<file path="config.mk">
export PLATFORM = sky130hd
export DESIGN_NAME = scan_mux_display
export DESIGN_NICKNAME = d
export VERILOG_FILES = /design/src/rtl/scan_pkg.sv /design/src/rtl/hex7seg_dec.sv /design/src/rtl/scan_mux_display.sv
export SDC_FILE = /design/constraint.sdc
export NUM_CORES = 1
export LEC_CHECK = 0
export BUFFER_PORTS_ARGS = -buffer_cell sky130_fd_sc_hd__buf_4
export CAP_MARGIN = 20
export CORE_MARGIN = 8
export CORE_UTILIZATION = 46
export CTS_CLUSTER_DIAMETER = 40
export DETAILED_ROUTE_END_ITERATION = 12
export GPL_TIMING_DRIVEN = 0
export PLACE_DENSITY = 0.84
export SKIP_LAST_GASP = 1
export SYNTH_ARGS = -nofsm -noshare
export SYNTH_HDL_FRONTEND = slang
export SYNTH_SLANG_ARGS = --single-unit
</file>
<file path="constraint.sdc">
create_clock -name clks -period 1.9 [get_ports clks]
set_input_delay 0.19 -clock clks [delete_from_list [all_inputs] [get_ports clks]]
set_output_delay 0.19 -clock clks [all_outputs]
set_load 0.02 [all_outputs]
</file>
<file path="src/rtl/scan_pkg.sv">
// Shared definitions for the scanned 7-segment display blocks: scan phase
// encoding, the all-segments-off code and the active-low hex glyph table.
package scan_pkg;

  typedef enum logic {
    BLANK = 1'b0,
    DRIVE = 1'b1
  } scan_state_t;

  localparam logic [7:0] SEG_OFF = 8'hFF;

  // Active-low {dp,g,f,e,d,c,b,a}; dp is off in every entry.
  localparam logic [7:0] SEG_HEX [16] = '{
    8'hC0, 8'hF9, 8'hA4, 8'hB0, 8'h99, 8'h92, 8'h82, 8'hF8,
    8'h80, 8'h90, 8'h88, 8'h83, 8'hC6, 8'hA1, 8'h86, 8'h8E
  };

endpackage

</file>
<file path="src/rtl/hex7seg_dec.sv">
// Combinational hex nibble + decimal point to active-low segment decoder.
module hex7seg_dec
  import scan_pkg::*;
(
  input  logic [3:0] nib,
  input  logic       dp,
  output logic [7:0] seg_n
);

  always_comb begin
    seg_n    = SEG_HEX[nib];
    seg_n[7] = ~dp;
  end

endmodule

</file>
<file path="src/rtl/scan_mux_display.sv">
// Time-multiplexed N-digit 7-segment scanner with per-slot dead time,
// blanking and frame strobe. Define SCAN_BLINK_EN to add blink_mask support.
module scan_mux_display
  import scan_pkg::*;
#(
  parameter int N_DIG    = 8,
  parameter int DIV      = 1000,
  parameter int DEAD_CYC = 2
`ifdef SCAN_BLINK_EN
  ,
  parameter int BLINK_FRAMES = 64
`endif
) (
  input  logic               clks,
  input  logic               rst_n,
  input  logic               en,
  input  logic [4*N_DIG-1:0] digits_in,
  input  logic [N_DIG-1:0]   dp_in,
  input  logic [N_DIG-1:0]   blank_mask,
`ifdef SCAN_BLINK_EN
  input  logic [N_DIG-1:0]   blink_mask,
`endif
  output logic [N_DIG-1:0]   sel_n,
  output logic [7:0]         seg_n,
  output logic               frame_done
);

  localparam int CW = (DIV > 1) ? $clog2(DIV) : 1;
  localparam int IW = (N_DIG > 1) ? $clog2(N_DIG) : 1;
  localparam logic [CW-1:0] CNT_LAST = CW'(DIV - 1);
  localparam logic [CW-1:0] CNT_DEAD = CW'(DEAD_CYC);
  localparam logic [IW-1:0] IDX_LAST = IW'(N_DIG - 1);

  logic [CW-1:0] cnt;
  logic [IW-1:0] idx;
  scan_state_t   state, state_nxt;
  logic          capture;
  logic          blank_eff;

  logic [3:0]    lat_nib;
  logic          lat_dp;
  logic          lat_blank;
  logic [IW-1:0] lat_idx;
  logic [7:0]    dec_seg;

  assign frame_done = (cnt == CNT_LAST) && (idx == IDX_LAST);

  // NOTE: sequential state uses non-blocking assignments so every register
  // samples pre-edge values regardless of statement order.
  always_ff @(posedge clks or negedge rst_n) begin
    if (!rst_n) begin
      cnt <= '0;
      idx <= '0;
    end else if (!en) begin
      cnt <= '0;
      idx <= '0;
    end else if (cnt == CNT_LAST) begin
      cnt <= '0;
      idx <= (idx == IDX_LAST) ? '0 : idx + 1'b1;
    end else begin
      cnt <= cnt + 1'b1;
    end
  end

  always_ff @(posedge clks or negedge rst_n) begin
    if (!rst_n) state <= BLANK;
    else        state <= state_nxt;
  end

  // NOTE: defaults first so no path through this block infers a latch.
  always_comb begin
    state_nxt = state;
    capture   = 1'b0;
    if (!en) begin
      state_nxt = BLANK;
    end else if (cnt == CNT_DEAD) begin
      state_nxt = DRIVE;
      capture   = 1'b1;
    end else if (cnt == '0) begin
      state_nxt = BLANK;
    end
  end

`ifdef SCAN_BLINK_EN
  localparam int FW = (BLINK_FRAMES > 1) ? $clog2(BLINK_FRAMES) : 1;
  localparam logic [FW-1:0] FRM_LAST = FW'(BLINK_FRAMES - 1);

  logic [FW-1:0] frame_cnt;
  logic          blink_phase;

  always_ff @(posedge clks or negedge rst_n) begin
    if (!rst_n) begin
      frame_cnt   <= '0;
      blink_phase <= 1'b0;
    end else if (!en) begin
      frame_cnt   <= '0;
      blink_phase <= 1'b0;
    end else if (frame_done) begin
      if (frame_cnt == FRM_LAST) begin
        frame_cnt   <= '0;
        blink_phase <= ~blink_phase;
      end else begin
        frame_cnt <= frame_cnt + 1'b1;
      end
    end
  end

  assign blank_eff = blank_mask[idx] | (blink_phase & blink_mask[idx]);
`else
  assign blank_eff = blank_mask[idx];
`endif

  // Slot latch: frozen for the whole slot so mid-slot input changes cannot tear.
  always_ff @(posedge clks or negedge rst_n) begin
    if (!rst_n) begin
      lat_nib   <= '0;
      lat_dp    <= 1'b0;
      lat_blank <= 1'b1;
      lat_idx   <= '0;
    end else if (capture) begin
      lat_nib   <= digits_in[{idx, 2'b00} +: 4];
      lat_dp    <= dp_in[idx];
      lat_blank <= blank_eff;
      lat_idx   <= idx;
    end
  end

  hex7seg_dec u_dec (
    .nib   (lat_nib),
    .dp    (lat_dp),
    .seg_n (dec_seg)
  );

  // Blanked digits keep their select asserted so every digit gets equal duty.
  always_ff @(posedge clks or negedge rst_n) begin
    if (!rst_n) begin
      sel_n <= '1;
      seg_n <= SEG_OFF;
    end else if (!en || state == BLANK) begin
      sel_n <= '1;
      seg_n <= SEG_OFF;
    end else begin
      sel_n <= ~(N_DIG'(1) << lat_idx);
      seg_n <= lat_blank ? SEG_OFF : dec_seg;
    end
  end

endmodule

</file>
==> results.py, run 1 <==
metrics = {
    "status": {
        "status": "finished, final reports clean",
    },
    "grt": {
        "grt_pass1_wl_um": 8990,
        "grt_overflow": 0,
        "grt_max_degree": 40,
        "antenna_found_initial": 0,
        "grt_use_total": 0.155,
        "first_global_vias": 1858,
    },
    "routing": {
        "drc": 0,
        "drtAntennaViolNets": 0,
        "routed_wl_um": 5600,
        "dr.first_iter.drc_count": 72,
        "first_pass_iters": 4,
        "wl_per_cell_um": 16.9,
        "viasPerCell": 5.60,
        "vias": 1853,
    },
    "logic_synthesis": {
        "yosys_warnings": 0,
        "yosysSeqAreaShare": 0.448,
        "syn_nets": 249,
        "synthCells": 186,
        "yosys.area.top_type": "dfrtp_1",
        "synth.area.top_cells": "dfrtp_1 (25%), dfstp_2 (20%), mux4_2 (13%)",
        "syn_area_mm2": 0.00223,
        "yosys.area.top_type_share": 0.247,
        "synth.distinct_cells": 32,
        "syn_area_per_cell_um2": 12.0,
        "synth_seq_cells": 39,
    },
    "sta": {
        "fmax_ghz": 0.539,
        "fin_ws_ps": 46.0,
        "finalCritPeriodShare": 0.976,
        "final.min_clock_period_ps": 1850,
        "timing.slew.headroom": 0.633,
        "slew_violations": 0,
        "setup_viol": 0,
        "finClkSkew_ps": 5.44,
        "tightest_slew_ps": 550,
        "hold_viol_final": 0,
        "rsz0062_at_grt": "yes",
    },
    "floorplanning": {
        "die_h_um": 85.6,
        "fp.dieArea_mm2": 0.00732,
        "fp.dieW_um": 85.6,
        "rows": 25,
        "initial_core_util": 0.474,
        "core_mm2": 0.00469,
        "num_io_pins": 68,
    },
    "final_layout": {
        "antenna_cells": 0,
        "final_common_cell": "buf_4",
        "stdcell_count": 331,
        "final_cell_mix": "buf_4 (80), dfstp_2 (17), dfrtp_1 (16), inv_1 (13), mux4_2 (13)",
        "post-route-util": 0.659,
        "drive_above_1_share": 0.531,
        "nets": 339,
        "syn_to_final_growth_pct": 39.0,
    },
    "power_and_ir_drop": {
        "intPower_uw": 1430,
        "p_total_uw": 2050,
        "power_frac_clock": 0.276,
        "power_switching_uw": 622,
        "power.density_mw_per_mm2": 664,
        "p_sw_frac": 0.303,
        "peakVddDrop_mv": 0.340,
        "p_leak_uw": 0.00132,
        "pwr-share-comb": 0.254,
        "pwr-share-seq": 0.469,
    },
    "critical_path": {
        "crit_path_max_incr_delay_ps": 400,
        "cp_slowest_cell": "dfrtp_1",
        "endpoint_kind": "output port",
        "crit_chain": "ha_2 > nor4bb_4 > and4_1 > buf_4",
        "critPathTopFamily": "simple AND/OR/NAND/NOR gates",
        "start_kind": "register",
        "path_buf_inv": 1,
        "path_class": "register to output port",
        "crit_arrival_ps": 1660,
        "path_max_fanout": 5,
        "crit_required_ps": 1710,
    },
    "placement": {
        "globalplace.congestion": 0.902,
        "dp_slack_ps": -268,
        "port_buffers": 67,
        "hpwl_um": 4190,
        "dp_cells": 307,
    },
    "cts": {
        "cts_made_buffers": 5,
        "tritoncts": "done",
        "clkLatencyLatePin_ps": 300,
        "htree_levels": 2,
        "cts-root-buf": "clkbuf_8",
        "clock_sinks": 39,
        "clk_pin_slew_ps": 80,
        "clock_path_buffers": 2,
    },
    "worst_hold_path": {
        "min_path_type": "input pin to register",
    },
    "flow_run": {
        "cap_violations": 0,
    },
}
## flip-flops by register name, indices dropped and copies added (netlist names)
name       flops
lat_idx        3
cnt           10
seg_n          8
sel_n          8
state          1
lat_blank      1
lat_dp         1
lat_nib        4
idx            3
## synthesized netlist by cell type, drive strengths merged
master / instances
dfrtp: 22
dfstp: 17
inv: 13
mux4: 13
ha: 12
a21oi: 10
nand2: 10
mux2: 9
nor2: 9
mux2i: 8
nand3: 7
o31ai: 7
o21ai: 6
or3: 6
nand4: 5
nor2b: 5
clkbuf: 4
or4: 4
o211ai: 3
o311ai: 3
and2: 2
and4: 2
buf: 2
xor2: 2
and3: 1
nor4: 1
nor4bb: 1
or4bb: 1
xnor2: 1
## cell type report
cell class	instances	area, um^2
Multi-Input combinational cell	128	1190
Sequential cell	39	1000
Clock inverter	3	20.0
Clock buffer	5	68.8
Timing Repair Buffer	83	642
Tap cell	54	67.6
Inverter	13	48.8
Buffer	6	47.5
Fill cell	351	1600
## worst paths after layout
check | startpoint | to | slack (ps) | cells after the start
worst min register to register | lat_dp | seg_n[7] | 420 | 1
max in group asynchronous | rst_n | cnt[2] | 1150 | 2
worst max register to register | cnt[7] | lat_idx[2] | 60 | 4
worst max-delay path | cnt[0] | frame_done | 50 | 4
min in group asynchronous | rst_n | lat_nib[2] | 390 | 2
worst min-delay path | en | cnt[6] | 270 | 4
## power by group through the flow
stage	clock network [uW]	registers [uW]	logic, uW
finish	568	963	523
global route	615	970	591
CTS	568	960	522
detailed placement	0	974	508
global placement	0	970	494
floorplan	0	970	325
## kinds of logic (layout without fill, tap and decap cells)
family,count (synthesis),count (layout),synth area share
buffers and inverters,19,110,0.0332
and+or+nand+nor,54,54,0.145
xor gates and xnor gates,3,3,0.0118
DFF,39,39,0.448
adders and majority gates,12,12,0.0675
AOI/OAI and AO/OA,29,29,0.0815
muxes,30,30,0.213
## worst reg2reg max path, delay by kind of cell, from the launching register on
kind          cells  cell delay (ps)
flops             1              430
mux               1              330
simple gates      2              790
buf+inv           1              170
## routing by layer
| metal | share of wire | global-route usage |
|---|---|---|
| met5 | 0 | 0 |
| met1 | 0.40 | 0.169 |
| met2 | 0.50 | 0.270 |
| met4 | 0.0079 | 0.0430 |
| met3 | 0.089 | 0.0630 |
## what timing repair did
item / 4_1_cts / 5_1_grt
endpoints found under the setup margin: 18 / 20
hold buffers: 1 / 0
gates resized for setup: 9 / 10
endpoints found under the hold margin: 22 / 0
setup buffers: 3 / 12
pin swaps: 2 / 2
## metrics by stage
stage	area, um^2	setup TNS (ps)	hold slack, ps
2_1_floorplan	2230	-263	-106
3_3_place_gp	2810	-2110	178
3_5_place_dp	2810	-3030	183
4_1_cts	2980	0	269
5_1_grt	3090	-97.3	274
6_report	3090	0	270
(Power assumes the default switching activity.)
==> run 2, diff against run 1 <==
- CORE_MARGIN: 8 -> 2
==> run 2 against run 1 <==
Clock-buffer cell count increased by 2. Non-clock buffer count decreased by 4. Combinational power increased by 1%. Clock skew increased by 0.76 ps. Hold slack improved by 9.2 ps. Sequential share of layout area increased by 0.30 points. Die area decreased by 26%. Core utilization decreased by 0.77 points. Sequential power about the same. Setup slack improved by 17 ps. Total power about the same. Final area decreased by 1.2%.
==> results.py, run 2 (synthesis gave the netlist of run 1 again) <==
metrics = {
    "status": {
        "status": "finished, final reports clean",
    },
    "critical_path": {
        "r2r_start": "cnt[4]",
        "r2r-end": "lat_dp",
        "path_max_fanout": 7,
        "crit_chain": "or4_4 > nor4_4 > buf_6 > mux2_2",
        "critPathTopFamily": "simple AND/OR/NAND/NOR gates",
        "crit_arrival_ps": 2010,
        "start_kind": "register",
        "path_class": "register to register",
        "r2r_slack_ps": 60,
        "crit_path_max_incr_delay_ps": 570,
        "path_buf_inv": 1,
        "cp_slowest_cell": "or4_4",
        "r2r_cells": 4,
        "cp-startpoint": "cnt[4]",
        "endpoint_kind": "register",
        "crit_required_ps": 2070,
    },
    "cts": {
        "cts-root-buf": "clkbuf_8",
        "htree_levels": 2,
        "clk_pin_slew_ps": 70,
        "clock_sinks": 39,
        "clock_path_buffers": 2,
        "clkLatencyLatePin_ps": 290,
        "cts_made_buffers": 5,
        "tritoncts": "done",
    },
    "sta": {
        "tns_ps": 0,
        "timing.slew.headroom": 0.652,
        "holdWs_ps": 279,
        "fmax_ghz": 0.544,
        "finClkSkew_ps": 6.20,
        "setup_viol": 0,
        "finalCritPeriodShare": 0.967,
        "tightest_slew_ps": 521,
        "slew_violations": 0,
        "final.min_clock_period_ps": 1840,
        "hold_viol_final": 0,
    },
    "routing": {
        "wl_per_cell_um": 15.8,
        "viasPerCell": 5.56,
        "drtAntennaViolNets": 0,
        "drc": 0,
        "dr.first_iter.drc_count": 80,
        "vias": 1819,
        "first_pass_iters": 4,
        "routed_wl_um": 5180,
    },
    "flow_run": {
        "cap_violations": 0,
    },
    "grt": {
        "grt_overflow": 0,
        "grt_pass1_wl_um": 8340,
        "antenna_found_initial": 0,
        "first_global_vias": 1781,
        "grt_max_degree": 40,
        "busiest_layer": "met2",
        "grt_util_met2": 0.357,
        "met3_usage": 0.0576,
        "use_met1": 0.247,
        "grt_use_total": 0.207,
    },
    "floorplanning": {
        "die_h_um": 73.6,
        "initial_core_util": 0.474,
        "fp.dieW_um": 73.6,
        "rows": 25,
        "core_mm2": 0.00469,
        "num_io_pins": 68,
        "fp.dieArea_mm2": 0.00541,
    },
    "worst_hold_path": {
        "holdPathEnd": "cnt[1]",
        "min-delay-start": "en",
        "min_path_type": "input pin to register",
        "hold_path_depth": 4,
    },
    "final_layout": {
        "final_common_cell": "buf_4",
        "fill_cells": 352,
        "nets": 335,
        "reg_top3": "cnt x10, seg_n x8, sel_n x8",
        "regMostFlops": "cnt",
        "fin_area_mm2": 0.00306,
        "final_cell_mix": "buf_4 (78), dfrtp_1 (18), dfstp_2 (17), inv_1 (13), mux4_2 (13)",
        "syn_to_final_growth_pct": 37.3,
        "antenna_cells": 0,
        "post-route-util": 0.651,
        "drive_above_1_share": 0.516,
        "largest_reg_flops": 10,
    },
    "power_and_ir_drop": {
        "power.density_mw_per_mm2": 673,
        "p_total_uw": 2060,
        "intPower_uw": 1470,
        "power_switching_uw": 587,
        "pwr-share-comb": 0.258,
        "peakVddDrop_mv": 0.292,
        "p_leak_uw": 0.00130,
        "pwr-share-seq": 0.467,
        "power_frac_clock": 0.275,
        "p_sw_frac": 0.285,
    },
    "placement": {
        "placedInstanceArea_mm2": 0.00281,
        "globalplace.congestion": 0.881,
        "port_buffers": 67,
        "hpwl_um": 3860,
    },
}
-- run 2: cell types whose count changed in the layout (fill, tap and decap cells not counted), moves of 2 or more --
cell,before,now
buf_4,80,78
clkinvlp_4,2,0
dfrtp_1,16,18
dfrtp_2,6,4
-- run 2: final cells by class --
class	count	area, um^2	area share
plain buffers	6	43.8	0.0143
clock buffers	7	86.3	0.0282
clock inverters	1	5.00	0.00164
inverters	13	48.8	0.0160
multi-input cells	128	1200	0.394
flip-flops and latches	39	1000	0.328
well taps	54	67.6	0.0221
repair buffers	79	599	0.196
-- run 2: per-layer routing --
layer,vias up,part of all wire
li1,866,-
met1,892,0.39
met2,51,0.53
met3,10,0.056
met4,0,0.018
met5,-,0
-- run 2: how the worst max path moves through the flow --
stage	end	depth (start not counted)
finish	lat_dp	4
global route	lat_dp	4
CTS	lat_idx[1]	4
detailed placement	lat_idx[1]	3
global placement	lat_idx[1]	3
floorplan	lat_dp	3
-- run 2: per-stage QoR --
stage | std cells | setup WS (ps)
2_1_floorplan | 186 | -50.6
3_3_place_gp | 307 | -208
6_report | 327 | 63.3
3_5_place_dp | 307 | -269
4_1_cts | 319 | 14.9
5_1_grt | 327 | -4.65
-- run 2: worst register-to-register path: stages, from the launching register on --
cell and delay [ps]:
dfrtp_2 430, or4_4 570, nor4_4 230, buf_6 160
mux2_2 330
-- run 2: power by group through the flow --
| stage | logic (uW) | clock network, uW | registers (uW) |
|---|---|---|---|
| global route | 598 | 611 | 971 |
| detailed placement | 512 | 0 | 974 |
| floorplan | 325 | 0 | 970 |
| global placement | 494 | 0 | 970 |
| finish | 530 | 565 | 961 |
| CTS | 527 | 571 | 958 |
-- run 2: what timing repair did --
action,CTS,global route
pin swaps,1,4
cloned,0,0
hold buffers,1,0
setup buffers,3,8
gates resized for setup,8,9
endpoints found under the setup margin,18,18
endpoints found under the hold margin,22,0
==> run 3, diff against run 2 <==
--- a/config.mk
+++ b/config.mk
@@ -9,9 +9,9 @@
 export CAP_MARGIN = 20
 export CORE_MARGIN = 2
-export CORE_UTILIZATION = 46
+export CORE_UTILIZATION = 40
 export CTS_CLUSTER_DIAMETER = 40
 export DETAILED_ROUTE_END_ITERATION = 12
 export GPL_TIMING_DRIVEN = 0
-export PLACE_DENSITY = 0.84
+export PLACE_DENSITY = 0.75
 export SKIP_LAST_GASP = 1
 export SYNTH_ARGS = -nofsm -noshare
==> constraint.sdc (replaced) <==
create_clock -name clks -period 1.9 [get_ports clks]
set_input_delay 0.19 -clock clks [delete_from_list [all_inputs] [get_ports clks]]
set_output_delay 0.19 -clock clks [all_outputs]
set_load 0.005 [all_outputs]
==> run 3 against run 2 <==
Clock skew grew 7.4 ps. Sequential power grew 0.6%. Combinational power shrank 0.9%. Fmax shrank 1.8%. Critical path type unchanged. Sequential share of layout area shrank 0.17 points. Wire length shrank 1.5%. Total power grew 6.4%. Clock-buffer cell count shrank 2. Final area grew 0.78%. Global-route usage shrank 2.8 points. Flip-flop and latch count is the same. Register-to-register slack lost 30 ps.
==> results.py, run 3 (synthesis gave the netlist of run 1 again) <==
metrics = {
    "status": {
        "status": "finished, final reports clean",
    },
    "final_layout": {
        "multi_input_area_mm2": 0.00120,
        "nets": 332,
        "post-route-util": 0.566,
        "stdcell_count": 342,
        "fill_cells": 467,
        "fin_area_mm2": 0.00308,
        "seqCellArea_mm2": 0.00100,
        "largest_reg_flops": 10,
        "syn_to_final_growth_pct": 38.4,
        "reg_top3": "cnt x10, seg_n x8, sel_n x8",
        "final_cell_mix": "buf_4 (75), dfstp_2 (17), dfrtp_1 (16), inv_1 (13), mux4_2 (13)",
        "regMostFlops": "cnt",
        "drive_above_1_share": 0.522,
        "antenna_cells": 0,
        "final_common_cell": "buf_4",
    },
    "cts": {
        "htree_levels": 2,
        "cts_made_buffers": 5,
        "clock_path_buffers": 2,
        "clkLatencyLatePin_ps": 300,
        "cts-root-buf": "clkbuf_8",
        "clock_sinks": 39,
        "tritoncts": "done",
        "clk_pin_slew_ps": 80,
    },
    "critical_path": {
        "r2r-end": "lat_dp",
        "r2r_slack_ps": 30,
        "r2r_start": "cnt[2]",
        "crit_required_ps": 2080,
        "crit_arrival_ps": 2050,
        "path_class": "register to register",
        "crit_path_max_incr_delay_ps": 530,
        "start_kind": "register",
        "crit_chain": "or4_4 > nor4_4 > buf_4 > mux2_2",
        "endpoint_kind": "register",
        "path_max_fanout": 5,
        "r2r_cells": 4,
        "cp_slowest_cell": "or4_4",
    },
    "sta": {
        "hold_viol_final": 0,
        "timing.slew.headroom": 0.618,
        "rsz0062_at_grt": "yes",
        "final.min_clock_period_ps": 1870,
        "slew_violations": 0,
        "setup_viol": 0,
        "finClkSkew_ps": 13.6,
        "fin_ws_ps": 30.2,
        "finalCritPeriodShare": 0.984,
        "tightest_slew_ps": 573,
        "fmax_ghz": 0.535,
    },
    "grt": {
        "antenna_found_initial": 0,
        "grt_overflow": 0,
        "grt_max_degree": 40,
        "grt_use_total": 0.179,
        "grt_pass1_wl_um": 8540,
        "first_global_vias": 1774,
    },
    "placement": {
        "globalplace.congestion": 0.808,
        "dp_cells": 325,
        "dp_slack_ps": -275,
        "port_buffers": 67,
        "placedInstanceArea_mm2": 0.00283,
        "hpwl_um": 3680,
    },
    "floorplanning": {
        "num_io_pins": 68,
        "core_mm2": 0.00544,
        "fp.dieArea_mm2": 0.00618,
        "die_h_um": 78.6,
        "initial_core_util": 0.409,
        "rows": 27,
        "fp.dieW_um": 78.6,
    },
    "routing": {
        "wl_per_cell_um": 14.9,
        "viasPerCell": 5.27,
        "routed_wl_um": 5100,
        "drc": 0,
        "drtAntennaViolNets": 0,
        "first_pass_iters": 4,
        "vias": 1802,
        "dr.first_iter.drc_count": 61,
    },
    "power_and_ir_drop": {
        "pwr-share-seq": 0.442,
        "p_sw_frac": 0.283,
        "intPower_uw": 1570,
        "p_leak_uw": 0.00130,
        "power.density_mw_per_mm2": 710,
        "power_frac_clock": 0.318,
        "pwr-share-comb": 0.240,
        "power_switching_uw": 618,
        "peakVddDrop_mv": 0.386,
    },
    "worst_hold_path": {
        "holdPathEnd": "cnt[1]",
        "hold_path_depth": 4,
        "min_path_type": "input pin to register",
        "min-delay-start": "en",
    },
    "flow_run": {
        "cap_violations": 0,
    },
}
run 3: worst max-delay path by stage:
stage | startpoint | end
after floorplan | cnt[7] | lat_dp
after global placement | cnt[7] | lat_idx[1]
after detailed placement | cnt[7] | lat_idx[2]
after CTS | cnt[1] | frame_done
after global routing | cnt[2] | lat_dp
final | cnt[2] | lat_dp
run 3: metrics by stage:
step | total power (uW) | hold WS [ps] | TNS (ps)
2_1_floorplan | 1290 | -106 | -263
4_1_cts | 2180 | 290 | -53.9
6_report | 2190 | 291 | 0
3_3_place_gp | 1460 | 184 | -2450
3_5_place_dp | 1480 | 188 | -2880
5_1_grt | 2310 | 305 | -26.0
run 3: what timing repair did:
| action | 4_1_cts | 5_1_grt |
|---|---|---|
| hold buffers | 1 | 0 |
| pin swaps | 2 | 1 |
| setup buffers | 5 | 3 |
| gates resized for setup | 9 | 10 |
| endpoints found under the hold margin | 22 | 0 |
| setup endpoints to repair | 18 | 18 |
run 3: final cells by class:
cell class | instances | area share
buffer | 6 | 0.0154
sequential | 39 | 0.326
timing repair buffer | 76 | 0.186
inverter | 13 | 0.0158
tap | 72 | 0.0292
multi-input combinational | 128 | 0.391
clock buffer | 5 | 0.0223
clock inverter | 3 | 0.0142
run 3: power by group through the flow:
stage | combinational, uW | clock (uW) | sequential, uW
after floorplan | 325 | 0 | 961
after global placement | 488 | 0 | 971
after detailed placement | 501 | 0 | 975
after CTS | 518 | 702 | 962
after global routing | 587 | 748 | 978
final | 525 | 695 | 967
run 3: layer usage:
layer  GRT usage  up-vias  wire (um)
li1            -      860          -
met1       0.220      882       2150
met2       0.309       53       2600
met3      0.0414        7        279
met4      0.0632        0         68
met5           0        -          0
run 3: critical path: cells and delay by family, from the launching register on:
family        cells  cell delay (ps)
mux               1              340
buf+inv           1              190
simple gates      2              780
flops             1              440
